File: src/rtl/kart_net_pkg.sv
// kart_net_pkg
//   Shared definitions for the kart network receive path: bit positions of
//   the fields inside a 44-bit racer-state word and the packed racer state
//   record that the per-opponent channels store.
package kart_net_pkg;

    localparam int WORD_W     = 44;

    localparam int X_MSB      = 43;
    localparam int X_LSB      = 33;
    localparam int Y_MSB      = 31;
    localparam int Y_LSB      = 21;
    localparam int DIR_MSB    = 19;
    localparam int DIR_LSB    = 11;
    localparam int ID_MSB     = 10;
    localparam int ID_LSB     = 8;
    localparam int GAME_MSB   = 7;
    localparam int GAME_LSB   = 5;
    localparam int RSTREQ_BIT = 3;

    typedef struct packed {
        logic [10:0] x;
        logic [10:0] y;
        logic [8:0]  dir;
        logic [2:0]  game;
    } racer_state_t;

endpackage

File: src/rtl/opp_channel.sv
// opp_channel
//   State for one opponent: stored racer fields, change detection, link
//   staleness timer and remote-reset confirmation counter.
// Ports
//   clk_in     clock
//   rst_in_n   asynchronous active-low reset
//   accept     a word for this channel is present this cycle
//   rst_bit    reset_req bit of the presented word
//   state_in   racer fields of the presented word
//   state_q    stored racer fields
//   valid      at least one word accepted since reset
//   stale      no word accepted for STALE_CYC cycles
//   chg        (combinational) the presented word will change the stored state
//   rst_hit    (combinational) the presented word completes a reset confirmation
module opp_channel
    import kart_net_pkg::*;
#(
    parameter int STALE_CYC   = 2_500_000,
    parameter int RST_CONFIRM = 3
) (
    input  logic         clk_in,
    input  logic         rst_in_n,
    input  logic         accept,
    input  logic         rst_bit,
    input  racer_state_t state_in,
    output racer_state_t state_q,
    output logic         valid,
    output logic         stale,
    output logic         chg,
    output logic         rst_hit
);

    localparam int TW = (STALE_CYC > 2) ? $clog2(STALE_CYC) : 1;
    localparam int RW = $clog2(RST_CONFIRM + 1);
    localparam logic [TW-1:0] TIMER_MAX = TW'(STALE_CYC - 1);
    localparam logic [RW-1:0] RC_MAX    = RW'(RST_CONFIRM);

    racer_state_t  state_reg;
    logic          valid_reg;
    logic          stale_reg;
    logic [TW-1:0] timer_reg;
    logic [RW-1:0] rc_reg;
    logic [RW-1:0] rc_inc;

    // rc_reg never holds RC_MAX (it clears on reaching it), so the increment
    // cannot wrap.
    assign rc_inc = rc_reg + 1'b1;

    always_comb begin
        chg     = accept && (!valid_reg || (state_in != state_reg));
        rst_hit = accept && rst_bit && (rc_inc == RC_MAX);
    end

    always_ff @(posedge clk_in or negedge rst_in_n) begin
        if (!rst_in_n) begin
            state_reg <= '0;
            valid_reg <= 1'b0;
            stale_reg <= 1'b0;
            timer_reg <= '0;
            rc_reg    <= '0;
        end else begin
            if (accept) begin
                // A word arriving on the timeout edge takes priority.
                timer_reg <= '0;
                stale_reg <= 1'b0;
                valid_reg <= 1'b1;
                if (chg) begin
                    state_reg <= state_in;
                end
                if (!rst_bit || rst_hit) begin
                    rc_reg <= '0;
                end else begin
                    rc_reg <= rc_inc;
                end
            end else if (valid_reg && !stale_reg) begin
                if (timer_reg == TIMER_MAX) begin
                    stale_reg <= 1'b1;
                end else begin
                    timer_reg <= timer_reg + 1'b1;
                end
            end
        end
    end

    assign state_q = state_reg;
    assign valid   = valid_reg;
    assign stale   = stale_reg;

endmodule

File: src/rtl/opponent_state_rx.sv
// opponent_state_rx
//   Splits decoded racer-state words from the receive block into NUM_OPP
//   per-opponent channels, filters zero words and duplicates, flags stale
//   links and confirms remote reset requests.
// Ports
//   clk_in       clock (eth_refclk domain)
//   rst_in_n     asynchronous active-low reset
//   axiov_in     word valid qualifier, one cycle per word
//   axiod_in     44-bit racer-state word
//   opp_x_o      per-channel x, channel k at [11k+10:11k]
//   opp_y_o      per-channel y
//   opp_dir_o    per-channel direction
//   opp_game_o   per-channel game status
//   opp_valid_o  channel has received a word since reset
//   opp_stale_o  channel timed out
//   upd_o        one-cycle strobe: a channel's state changed
//   upd_id_o     channel of the last upd_o strobe
//   rst_req_o    one-cycle pulse: confirmed remote reset request
//   drop_cnt_o   saturating count of words with an out-of-range id
module opponent_state_rx
    import kart_net_pkg::*;
#(
    parameter int NUM_OPP     = 2,
    parameter int STALE_CYC   = 2_500_000,
    parameter int RST_CONFIRM = 3
) (
    input  logic                   clk_in,
    input  logic                   rst_in_n,
    input  logic                   axiov_in,
    input  logic [WORD_W-1:0]      axiod_in,
    output logic [NUM_OPP*11-1:0]  opp_x_o,
    output logic [NUM_OPP*11-1:0]  opp_y_o,
    output logic [NUM_OPP*9-1:0]   opp_dir_o,
    output logic [NUM_OPP*3-1:0]   opp_game_o,
    output logic [NUM_OPP-1:0]     opp_valid_o,
    output logic [NUM_OPP-1:0]     opp_stale_o,
    output logic                   upd_o,
    output logic [2:0]             upd_id_o,
    output logic                   rst_req_o,
    output logic [15:0]            drop_cnt_o
);

    racer_state_t word_state;
    logic [2:0]   word_id;
    logic         word_live;
    logic         id_ok;
    logic         unused_bits;

    assign word_state.x    = axiod_in[X_MSB:X_LSB];
    assign word_state.y    = axiod_in[Y_MSB:Y_LSB];
    assign word_state.dir  = axiod_in[DIR_MSB:DIR_LSB];
    assign word_state.game = axiod_in[GAME_MSB:GAME_LSB];
    assign word_id         = axiod_in[ID_MSB:ID_LSB];
    assign unused_bits     = ^{axiod_in[32], axiod_in[20], axiod_in[4], axiod_in[2:0]};

    // All-zero words are idle fill from the receive path, not traffic.
    assign word_live = axiov_in && (axiod_in != '0);
    assign id_ok     = ({1'b0, word_id} < 4'(NUM_OPP));

    logic [NUM_OPP-1:0] accept_vec;
    logic [NUM_OPP-1:0] valid_vec;
    logic [NUM_OPP-1:0] stale_vec;
    logic [NUM_OPP-1:0] chg_vec;
    logic [NUM_OPP-1:0] hit_vec;
    racer_state_t       st_q [NUM_OPP];

    genvar gi;
    generate
        for (gi = 0; gi < NUM_OPP; gi++) begin : g_chan
            assign accept_vec[gi] = word_live && id_ok && (word_id == 3'(gi));

            opp_channel #(
                .STALE_CYC   (STALE_CYC),
                .RST_CONFIRM (RST_CONFIRM)
            ) u_chan (
                .clk_in   (clk_in),
                .rst_in_n (rst_in_n),
                .accept   (accept_vec[gi]),
                .rst_bit  (axiod_in[RSTREQ_BIT]),
                .state_in (word_state),
                .state_q  (st_q[gi]),
                .valid    (valid_vec[gi]),
                .stale    (stale_vec[gi]),
                .chg      (chg_vec[gi]),
                .rst_hit  (hit_vec[gi])
            );

            assign opp_x_o[11*gi +: 11]  = st_q[gi].x;
            assign opp_y_o[11*gi +: 11]  = st_q[gi].y;
            assign opp_dir_o[9*gi +: 9]  = st_q[gi].dir;
            assign opp_game_o[3*gi +: 3] = st_q[gi].game;
        end
    endgenerate

    logic        upd_reg;
    logic [2:0]  upd_id_reg;
    logic        rst_req_reg;
    logic [15:0] drop_cnt_reg;

    // Only one word arrives per cycle, so at most one chg bit is set; the
    // OR-reductions also merge simultaneous confirmations into one pulse.
    always_ff @(posedge clk_in or negedge rst_in_n) begin
        if (!rst_in_n) begin
            upd_reg      <= 1'b0;
            upd_id_reg   <= '0;
            rst_req_reg  <= 1'b0;
            drop_cnt_reg <= '0;
        end else begin
            upd_reg     <= |chg_vec;
            rst_req_reg <= |hit_vec;
            if (|chg_vec) begin
                upd_id_reg <= word_id;
            end
            if (word_live && !id_ok && (drop_cnt_reg != 16'hFFFF)) begin
                drop_cnt_reg <= drop_cnt_reg + 16'd1;
            end
        end
    end

    assign opp_valid_o = valid_vec;
    assign opp_stale_o = stale_vec;
    assign upd_o       = upd_reg;
    assign upd_id_o    = upd_id_reg;
    assign rst_req_o   = rst_req_reg;
    assign drop_cnt_o  = drop_cnt_reg;

endmodule

File: config.mk
export PLATFORM = sky130hd
export DESIGN_NAME = opponent_state_rx
export DESIGN_NICKNAME = d
export VERILOG_FILES = /design/src/rtl/kart_net_pkg.sv /design/src/rtl/opp_channel.sv /design/src/rtl/opponent_state_rx.sv
export SDC_FILE = /design/constraint.sdc
export NUM_CORES = 1
export LEC_CHECK = 0
export CAP_MARGIN = 25
export CORE_UTILIZATION = 47
export DETAILED_ROUTE_END_ITERATION = 10
export GPL_TIMING_DRIVEN = 1
export PLACE_DENSITY = 0.76
export SETUP_SLACK_MARGIN = 0.4
export SKIP_LAST_GASP = 1
export SYNTH_ARGS = -nofsm -noshare
export SYNTH_HDL_FRONTEND = slang
export SYNTH_HIERARCHICAL = 1
export SYNTH_SLANG_ARGS = --single-unit
export TNS_END_PERCENT = 20
File: constraint.sdc
create_clock -name clk_in -period 2.1 [get_ports clk_in]
set_input_delay 0.63 -clock clk_in [delete_from_list [all_inputs] [get_ports clk_in]]
set_output_delay 0.63 -clock clk_in [all_outputs]
set_load 0.01 [all_outputs]
==> results.sh <==
export IMPL_path_cells="buf_8 -> nor4_4 -> buf_4 -> nand4_1 -> nor3_2 -> nor3_2 -> inv_2 -> a31oi_4 -> buf_6 -> nor2_4 -> mux2_4"
export IMPL_row_count=44
export IMPL_globalplace_congestion=0.864
export IMPL_drive_gt1_frac=0.364
export IMPL_chipWidth_um=126
export IMPL_yosysTopAreaCellShare=0.489
export IMPL_clkSlewWorstSetupHoldPaths_ns=0.06
export IMPL_final_cells=1052
export IMPL_synthFlopType="dfrtp_1"
export IMPL_die_area_mm2=0.0159
export IMPL_drt_iter0_markers=381
export IMPL_p_leak_uw=0.00435
export IMPL_ys_seq_area_frac=0.489
export IMPL_worstMarginPinSlew_ns=0.460
export IMPL_setup_viol=74
export IMPL_hold_violations=0
export IMPL_die_height_um=126
export IMPL_syn_nets=685
export IMPL_grt_pass1_vias=6337
export IMPL_ant_nets=0
export IMPL_drt_vias_per_instance=5.81
export IMPL_slew_limit_headroom=0.689
export IMPL_synth_edf_count=0
export IMPL_grt_pass1_wl_um=33500
export IMPL_cts_tree="done"
export IMPL_synth_area_mm2=0.00722
export IMPL_violations="negative setup slack"
export IMPL_irDropWorstVdd_mv=0.683
export IMPL_h_tree_depth=4
export IMPL_crit_fanout=4
export IMPL_crit_arrival_ns=2.54
export IMPL_postCtsHoldBufs=0
export IMPL_hpwlAfterDp_um=13900
export IMPL_place_inst=999
export IMPL_antenna_found_initial=0
export IMPL_cts_sinks=141
export IMPL_utilization=0.713
export IMPL_core_mm2=0.0148
export IMPL_dp_slack_ns=-0.869
export IMPL_cts_root_buf="clkbuf_16"
export IMPL_worstSetupPathType="primary input to register"
export IMPL_worst_r2r_endpoint="g_chan[1].u_chan/state_q[4]$_DFFE_PN0P_"
export IMPL_synth_seq_cells=141
export IMPL_pwr_density_cell_mw_per_mm2=922
export IMPL_drt_wl_total_um=21600
export IMPL_insertion_delay_ns=0.43
export IMPL_hold_class="primary input to async pin"
export IMPL_worst_path_largest_cell_delay_ns=0.33
export IMPL_min_period_over_period=1.06
export IMPL_reg2reg_slack_ns=-0.10
export IMPL_via_count=6111
export IMPL_nets=907
export IMPL_synth_area_leaders="dfrtp_1 49%, mux2_2 12%, xnor2_1 8.7%"
export IMPL_yosysTopAreaCell="dfrtp_1"
export IMPL_drc_errors=0
export IMPL_cts_buffers=17
export IMPL_cp_required_ns=2.41
export IMPL_dpl_cell_area_mm2=0.00940
export IMPL_slew_viol_final=0
export IMPL_crit_path_end_kind="register"
export IMPL_overflow=0
export IMPL_cpMostUsedCell="nor3_2"
export IMPL_final_area_mm2=0.0105
export IMPL_clockBufferDepth=2
export IMPL_fin_ws_ns=-0.128
export IMPL_synthCells=633
export IMPL_slowest_stage="nor4_4"
export IMPL_yosys_cell_types_count=45
export IMPL_synthArstFlopShare=1.00
export IMPL_grt_max_degree=47
export IMPL_yosysWarnings=6
export IMPL_timing_fmax_mhz=449
export IMPL_largest_reg_flops=68
export IMPL_diodes=0
export IMPL_dr_pass1_iters=5
export IMPL_period_minus_slack_ns=2.23
export IMPL_wl_per_cell_um=20.5
export IMPL_start_util=0.489
export IMPL_rr_worst_depth=8
export IMPL_status="finished with violations"
export IMPL_r2r_start="g_chan[1].u_chan/state_q[14]$_DFFE_PN0P_"
export IMPL_cap_violations=0
export IMPL_grtUsageTotal=0.273
export IMPL_rsz0062_at_grt="yes"
export IMPL_ios=140
export IMPL_syn_avg_cell_area_um2=11.4
export IMPL_syn_to_final_growth_pct=45.8
export IMPL_portBuffers=139
export IMPL_skew_ns=0.0125
export IMPL_start_kind="primary input"
export IMPL_p_total_uw=9700
==> cell usage in the layout, fill, tap and decap left out, types with 10 or more instances in the layout <==
cell / n
a21oi_1: 19
buf_2: 23
buf_4: 59
buf_6: 21
clkbuf_16: 19
clkdlybuf4s50_1: 93
dfrtp_1: 133
mux2_2: 62
mux2_4: 14
nand2_1: 27
nand3_1: 10
nand4_1: 33
nor2_1: 33
nor4_1: 14
nor4_4: 10
o2111ai_1: 11
xnor2_1: 54
xnor2_2: 16
xor2_1: 27
==> worst max path at each step <==
stage	from	endpoint	slack, ns	cells after the start
global placement	axiod_in[5]	upd_id_o[1]$_DFFE_PN0P_	-0.84	8
detailed placement	axiod_in[37]	upd_id_o[0]$_DFFE_PN0P_	-0.87	10
CTS	drop_cnt_o[13]$_DFFE_PN0P_	drop_cnt_o[13]	0.006	1
finish	axiod_in[37]	upd_id_o[1]$_DFFE_PN0P_	-0.13	11
floorplan	axiod_in[1]	upd_id_o[0]$_DFFE_PN0P_	-0.29	11
global route	axiod_in[37]	upd_id_o[1]$_DFFE_PN0P_	-0.24	11
==> where the power goes <==
part | internal, uW | leakage [uW] | switching (uW) | total [uW]
clock network | 1600 | 0.000261 | 1270 | 2860
logic | 1660 | 0.00232 | 1210 | 2870
registers | 3270 | 0.00177 | 698 | 3960
total | 6530 | 0.00435 | 3180 | 9700
==> area by class of cell <==
class,instances,area [um^2]
clock buffer,19,453
clock inverter,13,106
fill,970,4240
inverter,8,32.5
multi-input combinational,462,3990
sequential,141,3540
tap,184,230
timing repair buffer,225,2170
==> through the flow <==
step,hold WS (ns),setup TNS [ns]
2_1_floorplan,0.334,-1.91
3_3_place_gp,0.467,-70.14
3_5_place_dp,0.478,-76.31
4_1_cts,0.0975,0
5_1_grt,0.117,-11.23
6_report,0.104,-4.78
==> cells by family (layout without fill, tap and decap cells) <==
group | after synthesis | in the layout | share of synthesized area
simple gates | 211 | 211 | 0.175
flops | 141 | 141 | 0.489
xor+xnor | 99 | 99 | 0.120
mux | 78 | 78 | 0.122
compound gates | 69 | 69 | 0.0659
buf+inv | 30 | 265 | 0.0198
fa+ha+maj | 5 | 5 | 0.00867
==> synthesized netlist by cell type, types with 3 or more instances <==
library cell / instances
dfrtp_1: 141
clkbuf_1: 12
o31a_2: 4
nand2_1: 27
and2_1: 3
nand3_1: 11
o31ai_1: 10
xnor2_1: 72
o2111ai_1: 12
nor4_1: 28
nor4b_1: 7
buf_2: 6
xor2_1: 27
mux2_2: 75
nor2_1: 35
o211ai_1: 4
and3_1: 7
o21ai_0: 8
nor3_1: 9
o21a_1: 4
or3_1: 9
o21ai_2: 3
or4_1: 8
a21oi_1: 19
nand4_1: 33
nand4_2: 4
nor4_4: 3
ha_1: 5
nor2b_1: 6
a31oi_1: 3
inv_1: 8
or2_2: 7
==> what timing repair did <==
item | CTS | global route
cloned | 3 | 2
pin swaps | 34 | 20
buffers inserted | 6 | 10
gates resized for setup | 227 | 34
endpoints found under the setup margin | 228 | 226
==> critical path, delay by kind of cell <==
family	cells	cell delay (ns)
compound gates	1	0.05
mux	1	0.32
buf+inv	4	0.53
simple gates	5	1.01
==> metal layers <==
layer	track usage	wire (um)
met5	0	0
met4	0.120	788
met2	0.470	11100
met3	0.0569	998
met1	0.330	8750
(Power assumes the default switching activity.)
